`src/rtl/peri_serial_receiver_if.sv`:
```
// peri_serial_receiver_if: 3-wire link inputs plus valid/ready word output of the serial receiver
//   p_clock, p_data, p_cs : link from the computer core (p_cs active-low)
//   data_out, data_valid  : committed word and its valid flag
//   data_ready            : consumer handshake
//   busy, frame_err, overrun : status (frame_err/overrun are 1-cycle pulses)
//   master = link driver / consumer side, slave = receiver side
interface peri_serial_receiver_if #(parameter int WIDTH = 16);
    logic             p_clock;
    logic             p_data;
    logic             p_cs;
    logic [WIDTH-1:0] data_out;
    logic             data_valid;
    logic             data_ready;
    logic             busy;
    logic             frame_err;
    logic             overrun;
    modport master (
        output p_clock, p_data, p_cs, data_ready,
        input  data_out, data_valid, busy, frame_err, overrun
    );
    modport slave (
        input  p_clock, p_data, p_cs, data_ready,
        output data_out, data_valid, busy, frame_err, overrun
    );
endinterface

```
`src/rtl/peri_serial_receiver.sv`:
```
// peri_serial_receiver: synchronises a 3-wire link and deserialises one MSB-first WIDTH-bit word per p_cs frame
//   clock, reset : system clock, synchronous active-high reset
//   bus (slave)  : link inputs, valid/ready word output, busy/frame_err/overrun status
module peri_serial_receiver #(
    parameter int WIDTH      = 16,
    parameter int SYNC_DEPTH = 2
) (
    input logic                  clock,
    input logic                  reset,
    peri_serial_receiver_if.slave bus
);
    localparam int CW = $clog2(WIDTH + 1);
    typedef enum logic [1:0] {IDLE, RECV, FULL} state_t;
    state_t                state, state_n;
    logic [SYNC_DEPTH-1:0] cs_sync, ck_sync, dt_sync;
    logic                  cs_s, ck_s, cs_h, ck_h;
    logic [SYNC_DEPTH+1:0] flush;
    logic                  armed;
    logic                  ev_clk, ev_cs_fall, ev_cs_rise, ev_data;
    logic [WIDTH-1:0]      shift, shift_n, data_out;
    logic [CW-1:0]         count, count_n;
    logic                  extra, extra_n, eval, eval_n, good, good_n;
    logic                  data_valid, frame_err, overrun;

    assign cs_s = cs_sync[SYNC_DEPTH-1];
    assign ck_s = ck_sync[SYNC_DEPTH-1];

    // Synchronisers, history flops and registered edge events.
    // After reset the chains hold preset values rather than the link; flush waits until every
    // stage is link-derived, and armed then requires p_cs seen high so that a frame already in
    // progress at reset release cannot start a reception.
    always_ff @(posedge clock) begin
        if (reset) begin
            cs_sync    <= '1;
            ck_sync    <= '0;
            dt_sync    <= '0;
            cs_h       <= 1'b1;
            ck_h       <= 1'b0;
            flush      <= '0;
            armed      <= 1'b0;
            ev_clk     <= 1'b0;
            ev_cs_fall <= 1'b0;
            ev_cs_rise <= 1'b0;
            ev_data    <= 1'b0;
        end else begin
            cs_sync    <= {cs_sync[SYNC_DEPTH-2:0], bus.p_cs};
            ck_sync    <= {ck_sync[SYNC_DEPTH-2:0], bus.p_clock};
            dt_sync    <= {dt_sync[SYNC_DEPTH-2:0], bus.p_data};
            cs_h       <= cs_s;
            ck_h       <= ck_s;
            flush      <= {flush[SYNC_DEPTH:0], 1'b1};
            armed      <= armed | (flush[SYNC_DEPTH+1] & cs_h);
            ev_clk     <= ck_s & ~ck_h;
            ev_cs_fall <= armed & cs_h & ~cs_s;
            ev_cs_rise <= cs_s & ~cs_h;
            ev_data    <= dt_sync[SYNC_DEPTH-1];
        end
    end

    // Next state; a bit arriving together with p_cs rise is shifted before the frame is judged.
    always_comb begin
        state_n = state;
        shift_n = shift;
        count_n = count;
        extra_n = extra;
        eval_n  = 1'b0;
        good_n  = good;
        if (state == IDLE) begin
            if (ev_cs_fall) begin
                state_n = RECV;
                shift_n = '0;
                count_n = '0;
                extra_n = 1'b0;
            end
        end else begin
            if (ev_clk) begin
                if (state == RECV) begin
                    shift_n = {shift[WIDTH-2:0], ev_data};
                    count_n = count + CW'(1);
                    state_n = (count_n == CW'(WIDTH)) ? FULL : RECV;
                end else begin
                    extra_n = 1'b1;
                end
            end
            if (ev_cs_rise) begin
                state_n = IDLE;
                eval_n  = 1'b1;
                good_n  = (count_n == CW'(WIDTH)) & ~extra_n;
            end
        end
    end

    always_ff @(posedge clock) begin
        if (reset) begin
            state <= IDLE;
            shift <= '0;
            count <= '0;
            extra <= 1'b0;
            eval  <= 1'b0;
            good  <= 1'b0;
        end else begin
            state <= state_n;
            shift <= shift_n;
            count <= count_n;
            extra <= extra_n;
            eval  <= eval_n;
            good  <= good_n;
        end
    end

    // Commit stage: runs the cycle after a frame is judged.
    always_ff @(posedge clock) begin
        if (reset) begin
            data_out   <= '0;
            data_valid <= 1'b0;
            frame_err  <= 1'b0;
            overrun    <= 1'b0;
        end else begin
            frame_err <= eval & ~good;
            overrun   <= eval & good & data_valid & ~bus.data_ready;
            if (eval & good & (~data_valid | bus.data_ready)) begin
                data_out   <= shift;
                data_valid <= 1'b1;
            end else if (data_valid & bus.data_ready) begin
                data_valid <= 1'b0;
            end
        end
    end

    assign bus.data_out   = data_out;
    assign bus.data_valid = data_valid;
    assign bus.frame_err  = frame_err;
    assign bus.overrun    = overrun;
    assign bus.busy       = (state != IDLE);
endmodule

```
`src/flat_wrapper.sv`:
```
// flat-port wrapper written by rule: the top's interface ports become plain ports
module peri_serial_receiver_flat 
#(
    parameter int WIDTH      = 16,
    parameter int SYNC_DEPTH = 2
)
  (clock, reset, bus_p_clock, bus_p_data, bus_p_cs, bus_data_ready, bus_data_out, bus_data_valid, bus_busy, bus_frame_err, bus_overrun);
  peri_serial_receiver_if #(.WIDTH(WIDTH)) bus_i ();
  input logic clock;
  input logic reset;
  input wire logic [$bits(bus_i.p_clock)-1:0] bus_p_clock;
  input wire logic [$bits(bus_i.p_data)-1:0] bus_p_data;
  input wire logic [$bits(bus_i.p_cs)-1:0] bus_p_cs;
  input wire logic [$bits(bus_i.data_ready)-1:0] bus_data_ready;
  output wire logic [$bits(bus_i.data_out)-1:0] bus_data_out;
  output wire logic [$bits(bus_i.data_valid)-1:0] bus_data_valid;
  output wire logic [$bits(bus_i.busy)-1:0] bus_busy;
  output wire logic [$bits(bus_i.frame_err)-1:0] bus_frame_err;
  output wire logic [$bits(bus_i.overrun)-1:0] bus_overrun;
  assign bus_i.p_clock = bus_p_clock;
  assign bus_i.p_data = bus_p_data;
  assign bus_i.p_cs = bus_p_cs;
  assign bus_i.data_ready = bus_data_ready;
  assign bus_data_out = bus_i.data_out;
  assign bus_data_valid = bus_i.data_valid;
  assign bus_busy = bus_i.busy;
  assign bus_frame_err = bus_i.frame_err;
  assign bus_overrun = bus_i.overrun;
  peri_serial_receiver #(.WIDTH(WIDTH), .SYNC_DEPTH(SYNC_DEPTH)) u_core (.clock(clock), .reset(reset), .bus(bus_i));
endmodule
```
`config.mk`:
```
export PLATFORM = sky130hd
export DESIGN_NAME = peri_serial_receiver_flat
export DESIGN_NICKNAME = d
export VERILOG_FILES = /design/src/rtl/peri_serial_receiver_if.sv /design/src/rtl/peri_serial_receiver.sv /design/src/flat_wrapper.sv
export SDC_FILE = /design/constraint.sdc
export NUM_CORES = 1
export LEC_CHECK = 0
export BUFFER_PORTS_ARGS = -buffer_cell sky130_fd_sc_hd__buf_2
export CAP_MARGIN = 25
export CORE_MARGIN = 2
export CORE_UTILIZATION = 30
export DETAILED_ROUTE_END_ITERATION = 10
export MAX_ROUTING_LAYER = met4
export PLACE_DENSITY = 0.52
export SKIP_CTS_REPAIR_TIMING = 1
export SYNTH_ARGS = -nofsm -noshare
export SYNTH_HDL_FRONTEND = slang
export SYNTH_SLANG_ARGS = --single-unit
```
`constraint.sdc`:
```
create_clock -name clock -period 1.4 [get_ports clock]
set_clock_uncertainty 0.1 [all_clocks]
set_input_delay 0.14 -clock clock [delete_from_list [all_inputs] [get_ports clock]]
set_output_delay 0.14 -clock clock [all_outputs]
set_load 0.1 [all_outputs]
```
After elaboration in Yosys (flattened, before gate mapping):

Index checks and enable logic that the tools add are counted.

* add/subtract/negate cells: 1
* equal/unequal tests: 4
* multiplexer cells: 24
* reductions and logical operators: 11
* bitwise operators: 22

Operators with widths (count)
* $mux 16: 4
* $mux 5: 5
* $and 1x1->1: 12
* $mux 2: 6
* $eq 5x5->1 const B: 2
* $mux 1: 9
* $not 1->1: 8
* $reduce_bool 2->1: 4
* $reduce_and 3->1: 2
* $reduce_bool 3->1: 2
* $add 5x1->5 const B: 1
* $eq 2x1->1 const B: 1
* $logic_not 2->1: 1
* $ne 2x1->1 const B: 1
* $or 1x1->1: 2
* $reduce_and 2->1: 1
* $reduce_or 2->1: 1

* output and inout port bits: 20
* input port bits: 6
* bits in registers: 62
* word-level logic and storage cells: 84

Longest topological paths before layout:

* word-level depth: 7
* depth in mapped cells: 6
* depth with buffers taken out: 6

Worst setup path after synthesis:

No wires, ideal clock.

* path type: register to register
* start point: register u_core.data_valid (netlist: u_core.bus.data_valid)
* end point: register u_core.data_out[0] (netlist: u_core.bus.data_out[0])
* data arrival time: 1.875 ns
* setup time: 0.070 ns
* setup slack: -0.645 ns
* buffers on the path: 1
* period minus slack after synthesis: 2.045 ns
* stages on the path, launching flop included: 6
* path through: dfxtp_1 -> nand2b_1 -> nand3_1 -> clkbuf_1 -> nand2_1 -> a21oi_1

* cells in the longest elaborated chain, start to end: 3

RTL lines
* start: declaration: RTL line peri_serial_receiver.sv:23 `logic data_valid, frame_err, overrun;`
* start signal: assignment: RTL line peri_serial_receiver.sv:115 `data_valid <= 1'b0;`
* start signal: assignment: RTL line peri_serial_receiver.sv:123 `data_valid <= 1'b1;`
* start signal: assignment: RTL line peri_serial_receiver.sv:125 `data_valid <= 1'b0;`
* $not 1->1: RTL line peri_serial_receiver.sv:121 `if (eval & good & (~data_valid | bus.data_ready)) begin`
* $or 1x1->1: RTL line peri_serial_receiver.sv:121
* $and 1x1->1: RTL line peri_serial_receiver.sv:121
* end signal: assignment: RTL line peri_serial_receiver.sv:122 `data_out <= shift;`
* end: declaration: RTL line peri_serial_receiver.sv:20 `logic [WIDTH-1:0] shift, shift_n, data_out;`

Every way passes these cells.
A chain may end at the register's enable or synchronous reset.

Worst setup path after layout:

* start point: register u_core.state[1]
* end point: output port bus_busy

* cells in the longest elaborated chain, start to end: 1

RTL lines
* start: declaration: RTL line peri_serial_receiver.sv:14 `state_t state, state_n;`
* start signal: assignment: RTL line peri_serial_receiver.sv:102 `state <= state_n;`
* $reduce_bool 2->1: RTL line peri_serial_receiver.sv:134 `assign bus.busy = (state != IDLE);`
* end: declaration: RTL line flat_wrapper.sv:17 `output wire logic [$bits(bus_i.busy)-1:0] bus_busy;`

Every way passes these cells.

==> qor.yml <==
cp_cell_sequence: "nor2_4 -> clkinvlp_4 -> buf_8"
grt_pass1_wl_mm: 6.920
crit_family: "flip-flops"
relSlewSlack: 0.6788
wl_per_cell_microns: 10.89
crit_start: "u_core.state[1]"
fillCellCount: 731
max_cap_violations: 0
drt-pass1-iter-count: 4
cts-buffers-inserted: 9
start_util: 0.3138
peakVddDrop_mv: 0.5186
setup-violations-final: 0
syn_nets: 239
synth_area_sq_um: 2156
wirelength_mm: 4.150
r2r_start: "u_core.count[1]"
grt_pass1_vias: 1532
coreArea_sq_um: 6869
critPathMaxStageDelay_ns: 0.34
cts_root_buffer: "clkbuf_8"
die_w_microns: 88.77
synth_async_sr_flop_share: 0
overflow: 0
slowest_stage: "dfxtp_2"
rrSetupSlack_ns: 0.05
hold_viol_final: 0
via_per_inst: 4.509
diodes: 0
antenna_left: 0
drive_gt1_frac: 0.2842
dpl-instance-area_sq_um: 2490
synth_top_area_cell: "dfxtp_1"
htree_levels: 3
synth-edff-count: 0
crit_type: "reg -> out"
crit_path_end: "bus_busy"
row_count: 30
grt_usage: 0.1187
ys_types: 32
hold_class: "in -> reg"
finalInstanceArea_sq_um: 2796
dpl_worst_slack_ns: -0.03765
cp-end-kind: "output pin"
fmax_ghz: 0.7163
gp_congestion: 0.7569
ys_warn_count: 0
status: "completed"
dr.first_iter.drc_count: 47
leakage_nw: 1.079
slew_violations: 0
final_common_cell: "dfxtp_1"
grt_max_degree: 23
ys.flop_type: "dfxtp_1"
syn_avg_cell_area_sq_um: 9.292
die_area_sq_um: 7880
worst-path-stages: 3
critPathMaxFanout: 5
synth_top_area_frac: 0.5757
synth_seq_cells: 62
crit_buf_inv: 2
min_period_over_period: 0.9972
hpwl_mm: 2.748
ys_seq_area_frac: 0.5757
worst_pin_slew_ns: 0.4852
path_clk_slew_ns: 0.06
grt_setup_unrepaired: "true"
io_buffers: 25
clockBufferDepth: 2
setup_ws_ns: 0.003915
mostFrequentLayoutCells: "57 x dfxtp_1, 39 x nand2_1, 26 x nor2_1"
fin_nets: 287
drcViolationCount: 0
syn_inst: 232
clk_latency_ns: 0.33
antenna_found_initial: 0
cp.required_ns: 1.16
cts_tree: "done"
crit_path_start_kind: "flip-flop"
synth.area.top_cells: "dfxtp_1 58%, nand2_1 6.8%, a22oi_1 6.3%"
arrival_ns: 1.16
vias: 1718
clkSinkCount: 62
ff2ff_path_depth: 7
power.density_nw_per_um2: 1187
boundaryPins: 26
synthToLayoutAreaGrowth_pct: 29.72
r2r_end: "u_core.good"
fin_tns_setup_ns: 0
dieHeight_microns: 88.77
min_period_ns: 1.396
==> worst min-delay path by stage <==
stage / cells after the start / slack (ns) / start / end
after floorplan: 1 / 0.12 / reset / u_core.ck_h
after global placement: 2 / 0.23 / bus_p_cs / u_core.cs_sync[0]
after detailed placement: 2 / 0.23 / bus_p_cs / u_core.cs_sync[0]
after CTS: 2 / -0.13 / bus_p_cs / u_core.cs_sync[0]
after global routing: 2 / 0.12 / reset / u_core.count[3]
final: 2 / 0.11 / reset / u_core.extra
==> routing by layer <==
| metal | global-route usage | vias to the layer above | part of all wire |
|---|---|---|---|
| li1 | - | 881 | - |
| met4 | 0.05785 | 0 | 0.018 |
| met1 | 0.1389 | 801 | 0.46 |
| met5 | - | - | 0 |
| met3 | 0.04571 | 8 | 0.034 |
| met2 | 0.1777 | 28 | 0.49 |
==> kinds of logic (layout without fill, tap and decap cells) <==
kind of cell / count (synthesis) / in the layout / synth area share
AND/OR/NAND/NOR: 100 / 100 / 0.2147
flip-flops: 62 / 62 / 0.5757
AO/OA/AOI/OAI: 52 / 52 / 0.1567
buffers and inverters: 16 / 69 / 0.04236
adder cells (fa/ha/maj): 1 / 1 / 0.005803
multiplexers: 1 / 1 / 0.004643
==> worst reg2reg max path: cells and delay by family (launching register included) <==
| family | cells | cell delay, ns |
|---|---|---|
| AOI/OAI and AO/OA | 2 | 0.23 |
| muxes | 1 | 0.07 |
| and+or+nand+nor | 2 | 0.17 |
| buffers and inverters | 1 | 0.15 |
| DFF | 1 | 0.36 |
| adders and majority gates | 1 | 0.17 |
==> Yosys cell counts, drive strengths merged, types with 2 or more instances <==
library cell	instances
nor3b	2
nor2	29
o21ai	3
clkbuf	7
nand3	4
nor2b	11
a211oi	2
nand2	39
inv	3
nand3b	3
nand2b	4
or2	3
nor3	2
a22oi	18
buf	6
a21oi	23
dfxtp	62
==> sequential cells by signal, indices dropped and copies added (netlist names), 2 cells and up <==
register             count
u_core.bus.data_out     16
u_core.ck_sync           2
u_core.count             5
u_core.cs_sync           2
u_core.dt_sync           2
u_core.flush             4
u_core.shift            16
u_core.state             2
==> where the power goes <==
| group | total, mW | internal [mW] | switching, mW |
|---|---|---|---|
| clock network | 1.47 | 0.838 | 0.634 |
| registers | 1.78 | 1.78 | 0.00481 |
| logic | 0.0648 | 0.0285 | 0.0363 |
==> cell type report <==
cell class,instances,area (sq um),share of cell area
clock buffers,13,180.2,0.06443
well taps,96,120.1,0.04295
inverters,3,15.01,0.005369
flip-flops and latches,62,1252,0.4479
repair buffers,50,349.1,0.1248
multi-input cells,154,864.6,0.3092
clock inverters,3,15.01,0.005369
==> through the flow <==
stage	total power [mW]	instances	hold WS, ns	util
final	3.319	381	0.1125	0.4071
after global routing	3.485	381	0.1219	0.4071
after CTS	3.375	373	-0.1282	0.3909
after detailed placement	1.881	357	0.2269	0.3625
after global placement	1.880	357	0.2258	0.3625
after floorplan	1.860	232	0.1191	-
No activity file was read; power rests on OpenSTA's default activity.
